`config.mk`:
```
export PLATFORM = sky130hd
export DESIGN_NAME = controlador_registrador
export DESIGN_NICKNAME = d
export VERILOG_FILES = /design/src/rtl/controlador_registrador.sv
export SDC_FILE = /design/constraint.sdc
export NUM_CORES = 1
export LEC_CHECK = 0
export ABC_AREA = 0
export BUFFER_PORTS_ARGS = -buffer_cell sky130_fd_sc_hd__buf_2
export CAP_MARGIN = 20
export CORE_MARGIN = 2
export CORE_UTILIZATION = 46
export DETAILED_ROUTE_END_ITERATION = 7
export PLACE_DENSITY = 0.8
export SETUP_SLACK_MARGIN = 0.15
export SLEW_MARGIN = 5
export SYNTH_ARGS = -nofsm -noshare
export SYNTH_HDL_FRONTEND = slang
export SYNTH_SLANG_ARGS = --single-unit
```
`constraint.sdc`:
```
create_clock -name clk -period 1.95 [get_ports clk]
set_input_delay 0.39 -clock clk [delete_from_list [all_inputs] [get_ports clk]]
set_output_delay 0.39 -clock clk [all_outputs]
set_load 0.02 [all_outputs]
```
`src/rtl/controlador_registrador.sv`:
```
// Sequencer for the 7-bit universal shift register: runs one parallel load or N-step shift per command.
// Optional feature: define CONTROLADOR_ROTATE_EN to make op 11 rotate up (d fed from q_msb).
module controlador_registrador #(
  parameter int unsigned WIDTH = 7,
  parameter int unsigned CNT_W = 3
) (
  input  logic             clk,
  input  logic             rst,
  input  logic             start,
  input  logic [1:0]       op,
  input  logic [CNT_W-1:0] amount,
  input  logic [WIDTH-1:0] load_value,
  input  logic             serial_in,
  input  logic             q_msb,
  output logic             ch1,
  output logic             ch0,
  output logic             d,
  output logic [WIDTH-1:0] bits,
  output logic             busy,
  output logic             done
);

  localparam logic [1:0] S_IDLE  = 2'd0;
  localparam logic [1:0] S_LOAD  = 2'd1;
  localparam logic [1:0] S_SHIFT = 2'd2;
  localparam logic [1:0] S_FIN   = 2'd3;

  localparam logic [1:0] CH_HOLD = 2'b00;
  localparam logic [1:0] CH_UP   = 2'b01;
  localparam logic [1:0] CH_DOWN = 2'b10;
  localparam logic [1:0] CH_LOAD = 2'b11;

  localparam logic [CNT_W-1:0] MAX_STEPS = CNT_W'(WIDTH - 1);

  logic [1:0]       state_q, state_n;
  logic [CNT_W-1:0] cnt_q, cnt_n;
  logic [1:0]       ch_q, ch_n;
  logic             d_q, d_n;
  logic [WIDTH-1:0] bits_q, bits_n;
  logic             busy_q, busy_n;
  logic             done_q, done_n;
  logic             rot_q, rot_n;
  logic [CNT_W-1:0] amt_clamped;

  // Requests beyond the register width run the maximum useful number of steps
  assign amt_clamped = (amount > MAX_STEPS) ? MAX_STEPS : amount;

  always_ff @(posedge clk) begin
    if (rst) begin
      state_q <= S_IDLE;
      cnt_q   <= '0;
      ch_q    <= CH_HOLD;
      d_q     <= 1'b0;
      bits_q  <= '0;
      busy_q  <= 1'b0;
      done_q  <= 1'b0;
      rot_q   <= 1'b0;
    end else begin
      state_q <= state_n;
      cnt_q   <= cnt_n;
      ch_q    <= ch_n;
      d_q     <= d_n;
      bits_q  <= bits_n;
      busy_q  <= busy_n;
      done_q  <= done_n;
      rot_q   <= rot_n;
    end
  end

  // Next state plus the registered value of every output for the following cycle
  always_comb begin
    state_n = state_q;
    cnt_n   = cnt_q;
    ch_n    = CH_HOLD;
    d_n     = 1'b0;
    bits_n  = '0;
    busy_n  = 1'b0;
    done_n  = 1'b0;
    rot_n   = 1'b0;
    case (state_q)
      S_IDLE: begin
        if (start) begin
          if (op == 2'b00) begin
            state_n = S_LOAD;
            ch_n    = CH_LOAD;
            bits_n  = load_value;
            busy_n  = 1'b1;
          end else if (amt_clamped == '0) begin
            state_n = S_FIN;
            done_n  = 1'b1;
          end else begin
            state_n = S_SHIFT;
            cnt_n   = amt_clamped;
            ch_n    = (op == 2'b10) ? CH_DOWN : CH_UP;
            d_n     = serial_in;
            busy_n  = 1'b1;
`ifdef CONTROLADOR_ROTATE_EN
            rot_n   = (op == 2'b11);
`endif
          end
        end
      end
      S_LOAD: begin
        state_n = S_FIN;
        done_n  = 1'b1;
      end
      S_SHIFT: begin
        cnt_n = cnt_q - CNT_W'(1);
        if (cnt_q == CNT_W'(1)) begin
          state_n = S_FIN;
          done_n  = 1'b1;
        end else begin
          ch_n   = ch_q;
          d_n    = d_q;
          busy_n = 1'b1;
          rot_n  = rot_q;
        end
      end
      S_FIN: begin
        state_n = S_IDLE;
      end
      default: begin
        state_n = S_IDLE;
      end
    endcase
  end

  assign ch1  = ch_q[1];
  assign ch0  = ch_q[0];
  assign bits = bits_q;
  assign busy = busy_q;
  assign done = done_q;

`ifdef CONTROLADOR_ROTATE_EN
  // Rotation feeds the live top bit back, so it cannot be latched at command time
  assign d = rot_q ? q_msb : d_q;
`else
  logic unused_q_msb;
  logic unused_rot;
  assign unused_q_msb = q_msb;
  assign unused_rot   = rot_q;
  assign d            = d_q;
`endif

endmodule

```
==> impl_metrics.prom, run 1 <==
# TYPE chip_impl_metric gauge
chip_impl_metric{name="numPortBuffers",unit=""} 27
chip_impl_metric{name="p_sw_share",unit="%"} 38.7
chip_impl_metric{name="routed_len_inst",unit="um"} 12.4
chip_impl_metric{name="final_min_period_over_clock_period",unit="%"} 86.9
chip_impl_metric{name="clk_path_buf_depth",unit=""} 2
chip_impl_metric{name="floorplan.die.width",unit="um"} 44.8
chip_impl_metric{name="worst_slew_margin_rel",unit="%"} 62.4
chip_impl_metric{name="cts_bufs_inserted",unit=""} 3
chip_impl_metric{name="post-layout-total-power",unit="mW"} 1.15
chip_impl_metric{name="pwr-share-clk",unit="%"} 16.6
chip_impl_info{name="start_kind",value="flip-flop"} 1
chip_impl_metric{name="antenna-diode-count",unit=""} 0
chip_impl_info{name="busiest_layer",value="met2"} 1
chip_impl_metric{name="power_leakage",unit="nW"} 0.477
chip_impl_metric{name="worstPathMaxFanout",unit=""} 8
chip_impl_metric{name="arrival",unit="ns"} 1.89
chip_impl_info{name="hold_class",value="in -> reg"} 1
chip_impl_metric{name="synth_warnings",unit=""} 0
chip_impl_metric{name="postSynthNetCount",unit=""} 109
chip_impl_metric{name="route.antenna.remaining_nets",unit=""} 0
chip_impl_metric{name="power.density",unit="nW/um2"} 1190
chip_impl_metric{name="clock.fmax",unit="MHz"} 590
chip_impl_metric{name="grt_util_met3",unit="%"} 4.80
chip_impl_metric{name="drt_via_density",unit=""} 5.25
chip_impl_metric{name="power.switching",unit="mW"} 0.447
chip_impl_metric{name="worst_ep_required_time",unit="ns"} 2.15
chip_impl_metric{name="layout.nets",unit=""} 140
chip_impl_metric{name="track_usage",unit="%"} 17.0
chip_impl_metric{name="global_route.overflow_total",unit=""} 0
chip_impl_metric{name="drive_above_1_share",unit="%"} 31.0
chip_impl_info{name="setup.worst_path.class",value="reg -> reg"} 1
chip_impl_info{name="most-common-layout-cells",value="sky130_fd_sc_hd__buf_2 (27), sky130_fd_sc_hd__dfxtp_1 (17), sky130_fd_sc_hd__a21oi_1 (9)"} 1
chip_impl_metric{name="io-pin-count",unit=""} 29
chip_impl_metric{name="grt.met2_usage",unit="%"} 27.0
chip_impl_info{name="outcome",value="finished, final reports clean"} 1
chip_impl_metric{name="first_global_vias",unit=""} 642
chip_impl_metric{name="post-route-min-period",unit="ns"} 1.69
chip_impl_metric{name="timing.final.max_slew_violations",unit=""} 0
chip_impl_metric{name="gpl_wtd_cong",unit=""} 0.738
chip_impl_metric{name="cell_internal_pwr",unit="mW"} 0.708
chip_impl_metric{name="final_core_utilization",unit="%"} 63.7
chip_impl_metric{name="finished_layout_cell_area",unit="um2"} 971
chip_impl_info{name="critical-path-top-cell-by-count",value="sky130_fd_sc_hd__inv_1"} 1
chip_impl_metric{name="vdd_ir_drop_max",unit="V"} 0.000597
chip_impl_metric{name="detailed_place_hpwl",unit="mm"} 1.20
chip_impl_metric{name="syn-instance-count",unit=""} 86
chip_impl_info{name="cts_tree",value="built"} 1
chip_impl_metric{name="crit_path_max_incr_delay",unit="ns"} 0.35
chip_impl_metric{name="fin_skew",unit="ns"} 0.00396
chip_impl_info{name="most_common_cell_after_layout_fill_and_taps_aside",value="sky130_fd_sc_hd__buf_2"} 1
chip_impl_metric{name="multi_input_gate_area",unit="um2"} 410
chip_impl_metric{name="cts_htree_levels",unit=""} 1
chip_impl_metric{name="place_area",unit="um2"} 920
chip_impl_metric{name="final_critical_path_setup_slack",unit="ns"} 0.256
chip_impl_metric{name="dpl.cell_count",unit=""} 128
chip_impl_metric{name="post_synth_num_cell_types",unit=""} 25
chip_impl_info{name="cp_cell_sequence",value="inv_1, ha_1, inv_1, o32ai_4, o21ai_1, a32o_1"} 1
chip_impl_metric{name="grt_antenna_before_repair",unit=""} 0
chip_impl_metric{name="via_count",unit=""} 693
chip_impl_metric{name="clkSinkCount",unit=""} 17
chip_impl_metric{name="met1_usage",unit="%"} 21.0
chip_impl_metric{name="detail_route.drc_violations",unit=""} 0
chip_impl_metric{name="post_synth_instance_area",unit="um2"} 764
chip_impl_metric{name="final-instance-count-excl-fill",unit=""} 132
chip_impl_info{name="rsz0062_at_grt",value="false"} 1
chip_impl_metric{name="timing_hold_violations_final",unit=""} 0
chip_impl_metric{name="core-area",unit="um2"} 1520
chip_impl_metric{name="nFillCells",unit=""} 128
chip_impl_metric{name="maxCapViolations",unit=""} 0
chip_impl_metric{name="synth_async_sr_flop_share",unit="%"} 0
chip_impl_metric{name="die_h",unit="um"} 44.8
chip_impl_info{name="cts.root.buffer_cell",value="sky130_fd_sc_hd__clkbuf_4"} 1
chip_impl_metric{name="layout.area.seq",unit="um2"} 340
chip_impl_metric{name="post_cts_hold_buffer_count",unit=""} 0
chip_impl_metric{name="totalNegativeSetupSlack",unit="ns"} 0
chip_impl_metric{name="finalWirelength",unit="mm"} 1.63
chip_impl_info{name="ys.flop_type",value="sky130_fd_sc_hd__dfxtp_1"} 1
chip_impl_metric{name="synth.ff_latch_count",unit=""} 17
chip_impl_metric{name="detailedRoute.firstPassIterationCount",unit=""} 4
chip_impl_metric{name="worst_hold_slack_across_all_endpoints",unit="ns"} 0.285
chip_impl_info{name="cpMaxStageDelayCell",value="sky130_fd_sc_hd__dfxtp_1"} 1
chip_impl_metric{name="area_growth",unit="%"} 27.0
chip_impl_metric{name="dieArea",unit="um2"} 2000
chip_impl_metric{name="drt_first_iter_violations",unit=""} 12
chip_impl_metric{name="timing.final.setup_violations",unit=""} 0
chip_impl_metric{name="place_worst_setup_slack",unit="ns"} 0.191
chip_impl_metric{name="clk-insertion-delay-late",unit="ns"} 0.30
chip_impl_metric{name="floorplan.rows",unit=""} 14
chip_impl_metric{name="edff_count_synth",unit=""} 0
chip_impl_metric{name="clk_pin_slew",unit="ns"} 0.10
chip_impl_metric{name="initial_core_util",unit="%"} 50.2
chip_impl_metric{name="register_area_share_after_synthesis",unit="%"} 44.5
chip_impl_metric{name="seqPwrFrac",unit="%"} 39.3
chip_impl_metric{name="post_cts_setup_buffers",unit=""} 0
chip_impl_info{name="setup.worst_path.end_class",value="flip-flop"} 1
chip_impl_metric{name="power.combinational.fraction",unit="%"} 44.1
chip_impl_metric{name="synth_area_per_cell",unit="um2"} 8.89
chip_impl_metric{name="timing_worst_slew_pin_value",unit="ns"} 0.560
chip_impl_metric{name="grt_first_pass_wirelength",unit="mm"} 2.46
chip_impl_metric{name="grt_start_max_net_pins",unit=""} 11
## sequential cells by signal, indices dropped and copies added, names as in the netlist
name / cells
bits: 7
busy: 1
ch_q: 2
cnt_q: 3
d: 1
done: 1
state_q: 2
## worst max-delay path: cells and delay by family, from the launching register on
family	cells	cell delay, ns
fa+ha+maj	1	0.33
buf+inv	2	0.31
flops	1	0.35
compound gates	3	0.61
## cell type report
type | instances | share of cell area, %
multi-input combinational | 59 | 42.3
sequential | 17 | 35.1
timing repair buffer | 28 | 14.7
inverter | 8 | 3.09
clock buffer | 3 | 2.32
tap | 16 | 2.06
clock inverter | 1 | 0.515
## power groups by stage
| stage | Combinational [mW] | Clock, mW | Sequential [mW] |
|---|---|---|---|
| floorplan | 0.310 | 0 | 0.490 |
| global placement | 0.437 | 0 | 0.456 |
| detailed placement | 0.453 | 0 | 0.459 |
| CTS | 0.457 | 0.197 | 0.452 |
| global route | 0.567 | 0.212 | 0.463 |
| finish | 0.509 | 0.192 | 0.453 |
## cells by family after synthesis
family | after synthesis | share of synthesized area, %
buffers and inverters | 10 | 4.91
AND/OR/NAND/NOR | 33 | 22.3
multiplexers | 2 | 2.62
flip-flops | 17 | 44.5
adder cells (fa/ha/maj) | 6 | 9.82
AO/OA/AOI/OAI | 18 | 15.9
## routing by layer
metal	up-vias	part of all wire, %	wire length, um
met1	315	43	708
met2	22	50	811
li1	354	-	-
met3	2	5.3	86
met5	-	0	0
met4	0	1.5	25
## cells in the mapped netlist, types with 2 or more instances
cell,n,area [um2]
sky130_fd_sc_hd__dfxtp_1,17,340
sky130_fd_sc_hd__a21oi_1,9,45.0
sky130_fd_sc_hd__and2_1,8,50.1
sky130_fd_sc_hd__inv_1,8,30.0
sky130_fd_sc_hd__ha_1,6,75.1
sky130_fd_sc_hd__nor2_1,6,22.5
sky130_fd_sc_hd__nand2_1,5,18.8
sky130_fd_sc_hd__nand3_1,5,25.0
sky130_fd_sc_hd__nor3_1,3,15.0
sky130_fd_sc_hd__clkbuf_1,2,7.51
sky130_fd_sc_hd__mux2i_1,2,20.0
sky130_fd_sc_hd__o21ai_0,2,10.0
## worst paths after layout
kind            startpoint        to  slack [ns]  cells past startpoint
min          load_value[0]   bits[0]        0.28                      2
min reg2reg              d         d        0.45                      2
max reg2reg     state_q[0]  cnt_q[2]        0.26                      6
max             state_q[0]  cnt_q[2]        0.26                      6
## repair_timing
action	in CTS	in global routing
hold endpoints to repair	0	0
resized for setup	0	3
endpoints found under the setup margin	0	3
(Power assumes the default switching activity.)
==> run 2, diff against run 1 <==
Settings changed: REMOVE_ABC_BUFFERS from default to 1.
==> impl_metrics.prom, run 2 (same netlist as run 1, synthesis figures left out) <==
# TYPE chip_impl_metric gauge
chip_impl_metric{name="timing.final.setup_violations",unit=""} 0
chip_impl_metric{name="worst_slew_margin_rel",unit="%"} 58.6
chip_impl_metric{name="fin_skew",unit="ns"} 0.00849
chip_impl_metric{name="grt_antenna_before_repair",unit=""} 0
chip_impl_metric{name="drt_via_density",unit=""} 5.26
chip_impl_metric{name="clk_pin_slew",unit="ns"} 0.11
chip_impl_metric{name="power_leakage",unit="nW"} 0.481
chip_impl_metric{name="crit_path_max_incr_delay",unit="ns"} 0.36
chip_impl_metric{name="finished_layout_cell_area",unit="um2"} 968
chip_impl_metric{name="initial_core_util",unit="%"} 50.2
chip_impl_metric{name="detailed_place_hpwl",unit="mm"} 1.15
chip_impl_info{name="most_common_cell_after_layout_fill_and_taps_aside",value="sky130_fd_sc_hd__buf_2"} 1
chip_impl_metric{name="maxCapViolations",unit=""} 0
chip_impl_metric{name="area_growth",unit="%"} 26.7
chip_impl_metric{name="antenna-diode-count",unit=""} 0
chip_impl_metric{name="gpl_wtd_cong",unit=""} 0.825
chip_impl_metric{name="post-route-min-period",unit="ns"} 1.68
chip_impl_info{name="cp_cell_sequence",value="inv_1, ha_2, nand2_2, o32ai_4, buf_4, mux2i_1, nor2_1"} 1
chip_impl_metric{name="via_count",unit=""} 700
chip_impl_metric{name="vdd_ir_drop_max",unit="V"} 0.000604
chip_impl_metric{name="final_critical_path_setup_slack",unit="ns"} 0.268
chip_impl_metric{name="totalNegativeSetupSlack",unit="ns"} 0
chip_impl_metric{name="cts_bufs_inserted",unit=""} 3
chip_impl_metric{name="final_min_period_over_clock_period",unit="%"} 86.2
chip_impl_metric{name="route.antenna.remaining_nets",unit=""} 0
chip_impl_metric{name="die_h",unit="um"} 44.8
chip_impl_metric{name="flip_flop_count_of_the_largest_register_after_layout",unit=""} 7
chip_impl_metric{name="cts_htree_levels",unit=""} 1
chip_impl_metric{name="routed_len_inst",unit="um"} 11.6
chip_impl_info{name="outcome",value="finished, final reports clean"} 1
chip_impl_info{name="hold_class",value="in -> reg"} 1
chip_impl_metric{name="clk-insertion-delay-late",unit="ns"} 0.29
chip_impl_info{name="setup.worst_path.end_class",value="flip-flop"} 1
chip_impl_metric{name="arrival",unit="ns"} 1.87
chip_impl_metric{name="power.density",unit="nW/um2"} 1170
chip_impl_metric{name="dieArea",unit="um2"} 2000
chip_impl_metric{name="timing_worst_slew_pin_value",unit="ns"} 0.616
chip_impl_metric{name="layout.nets",unit=""} 141
chip_impl_metric{name="clkSinkCount",unit=""} 17
chip_impl_info{name="rsz0062_at_grt",value="false"} 1
chip_impl_metric{name="timing_hold_violations_final",unit=""} 0
chip_impl_info{name="start_kind",value="flip-flop"} 1
chip_impl_metric{name="drive_above_1_share",unit="%"} 31.6
chip_impl_metric{name="finalWirelength",unit="mm"} 1.54
chip_impl_metric{name="place_worst_setup_slack",unit="ns"} 0.173
chip_impl_metric{name="detailedRoute.firstPassIterationCount",unit=""} 4
chip_impl_metric{name="clk_path_buf_depth",unit=""} 2
chip_impl_metric{name="floorplan.rows",unit=""} 14
chip_impl_info{name="setup.worst_path.class",value="reg -> reg"} 1
chip_impl_metric{name="clock.fmax",unit="MHz"} 595
chip_impl_info{name="cts.root.buffer_cell",value="sky130_fd_sc_hd__clkbuf_4"} 1
chip_impl_metric{name="global_route.overflow_total",unit=""} 0
chip_impl_metric{name="worst_ep_required_time",unit="ns"} 2.14
chip_impl_metric{name="core-area",unit="um2"} 1520
chip_impl_info{name="cts_tree",value="built"} 1
chip_impl_metric{name="numPortBuffers",unit=""} 27
chip_impl_metric{name="floorplan.die.width",unit="um"} 44.8
chip_impl_metric{name="first_global_vias",unit=""} 632
chip_impl_info{name="most-common-layout-cells",value="sky130_fd_sc_hd__buf_2 (27), sky130_fd_sc_hd__dfxtp_1 (17), sky130_fd_sc_hd__a21oi_1 (9)"} 1
chip_impl_metric{name="io-pin-count",unit=""} 29
chip_impl_metric{name="worstPathMaxFanout",unit=""} 6
chip_impl_metric{name="grt_start_max_net_pins",unit=""} 11
chip_impl_metric{name="detail_route.drc_violations",unit=""} 0
chip_impl_metric{name="timing.final.max_slew_violations",unit=""} 0
chip_impl_metric{name="place_area",unit="um2"} 920
chip_impl_info{name="cpMaxStageDelayCell",value="sky130_fd_sc_hd__o32ai_4"} 1
chip_impl_metric{name="grt_first_pass_wirelength",unit="mm"} 2.38
chip_impl_metric{name="track_usage",unit="%"} 16.1
chip_impl_metric{name="drt_first_iter_violations",unit=""} 19
[run 2: cell count changes in the layout (fill, tap and decap cells not counted)]
cell / previous run / this run
sky130_fd_sc_hd__buf_4: 1 / 2
sky130_fd_sc_hd__ha_2: 0 / 1
sky130_fd_sc_hd__ha_4: 1 / 0
[run 2: cell type report]
class	count	area (um2)
Tap cell	16	20.0
Timing Repair Buffer	29	150
Fill cell	133	556
Multi-Input combinational cell	59	400
Inverter	8	30.0
Sequential cell	17	340
Clock buffer	3	22.5
Clock inverter	1	5.00
[run 2: metrics by stage]
| stage | utilization [%] | power (mW) | std cells | hold slack (ns) |
|---|---|---|---|---|
| after floorplan | - | 0.797 | 84 | 0.459 |
| after global placement | 60.3 | 0.895 | 128 | 0.440 |
| after detailed placement | 60.3 | 0.910 | 128 | 0.443 |
| after CTS | 62.2 | 1.09 | 132 | 0.302 |
| after global routing | 63.5 | 1.22 | 133 | 0.291 |
| final | 63.5 | 1.14 | 133 | 0.303 |
[run 2: routing by layer]
layer | GRT usage, % | wire (um) | vias to the layer above
li1 | - | - | 356
met1 | 18.5 | 673 | 317
met2 | 26.4 | 746 | 25
met3 | 4.40 | 109 | 2
met4 | 9.70 | 11 | 0
met5 | 0 | 0 | -
[run 2: power by group]
| part | internal [mW] | total, mW | switching [mW] |
|---|---|---|---|
| Sequential | 0.413 | 0.451 | 0.0384 |
| Combinational | 0.215 | 0.497 | 0.282 |
| Clock | 0.0760 | 0.188 | 0.112 |
[run 2: path summary, 6_finish.rpt]
path / end / start / depth (start not counted) / slack (ns)
min: bits[3] / load_value[3] / 2 / 0.30
max: cnt_q[1] / state_q[0] / 7 / 0.27
min reg2reg: d / d / 2 / 0.45
max reg2reg: cnt_q[1] / state_q[0] / 7 / 0.27
[run 2: what timing repair did]
| item | CTS | global route |
|---|---|---|
| setup buffers | 0 | 1 |
| hold buffers | 0 | 0 |
| gates resized for setup | 0 | 2 |
| setup endpoints to repair | 0 | 3 |
[run 2: critical path, delay by kind of cell (launching register included)]
kind | cells | cell delay [ns]
AOI/OAI and AO/OA | 1 | 0.36
adders and majority gates | 1 | 0.27
buffers and inverters | 2 | 0.27
DFF | 1 | 0.35
muxes | 1 | 0.17
and+or+nand+nor | 2 | 0.17
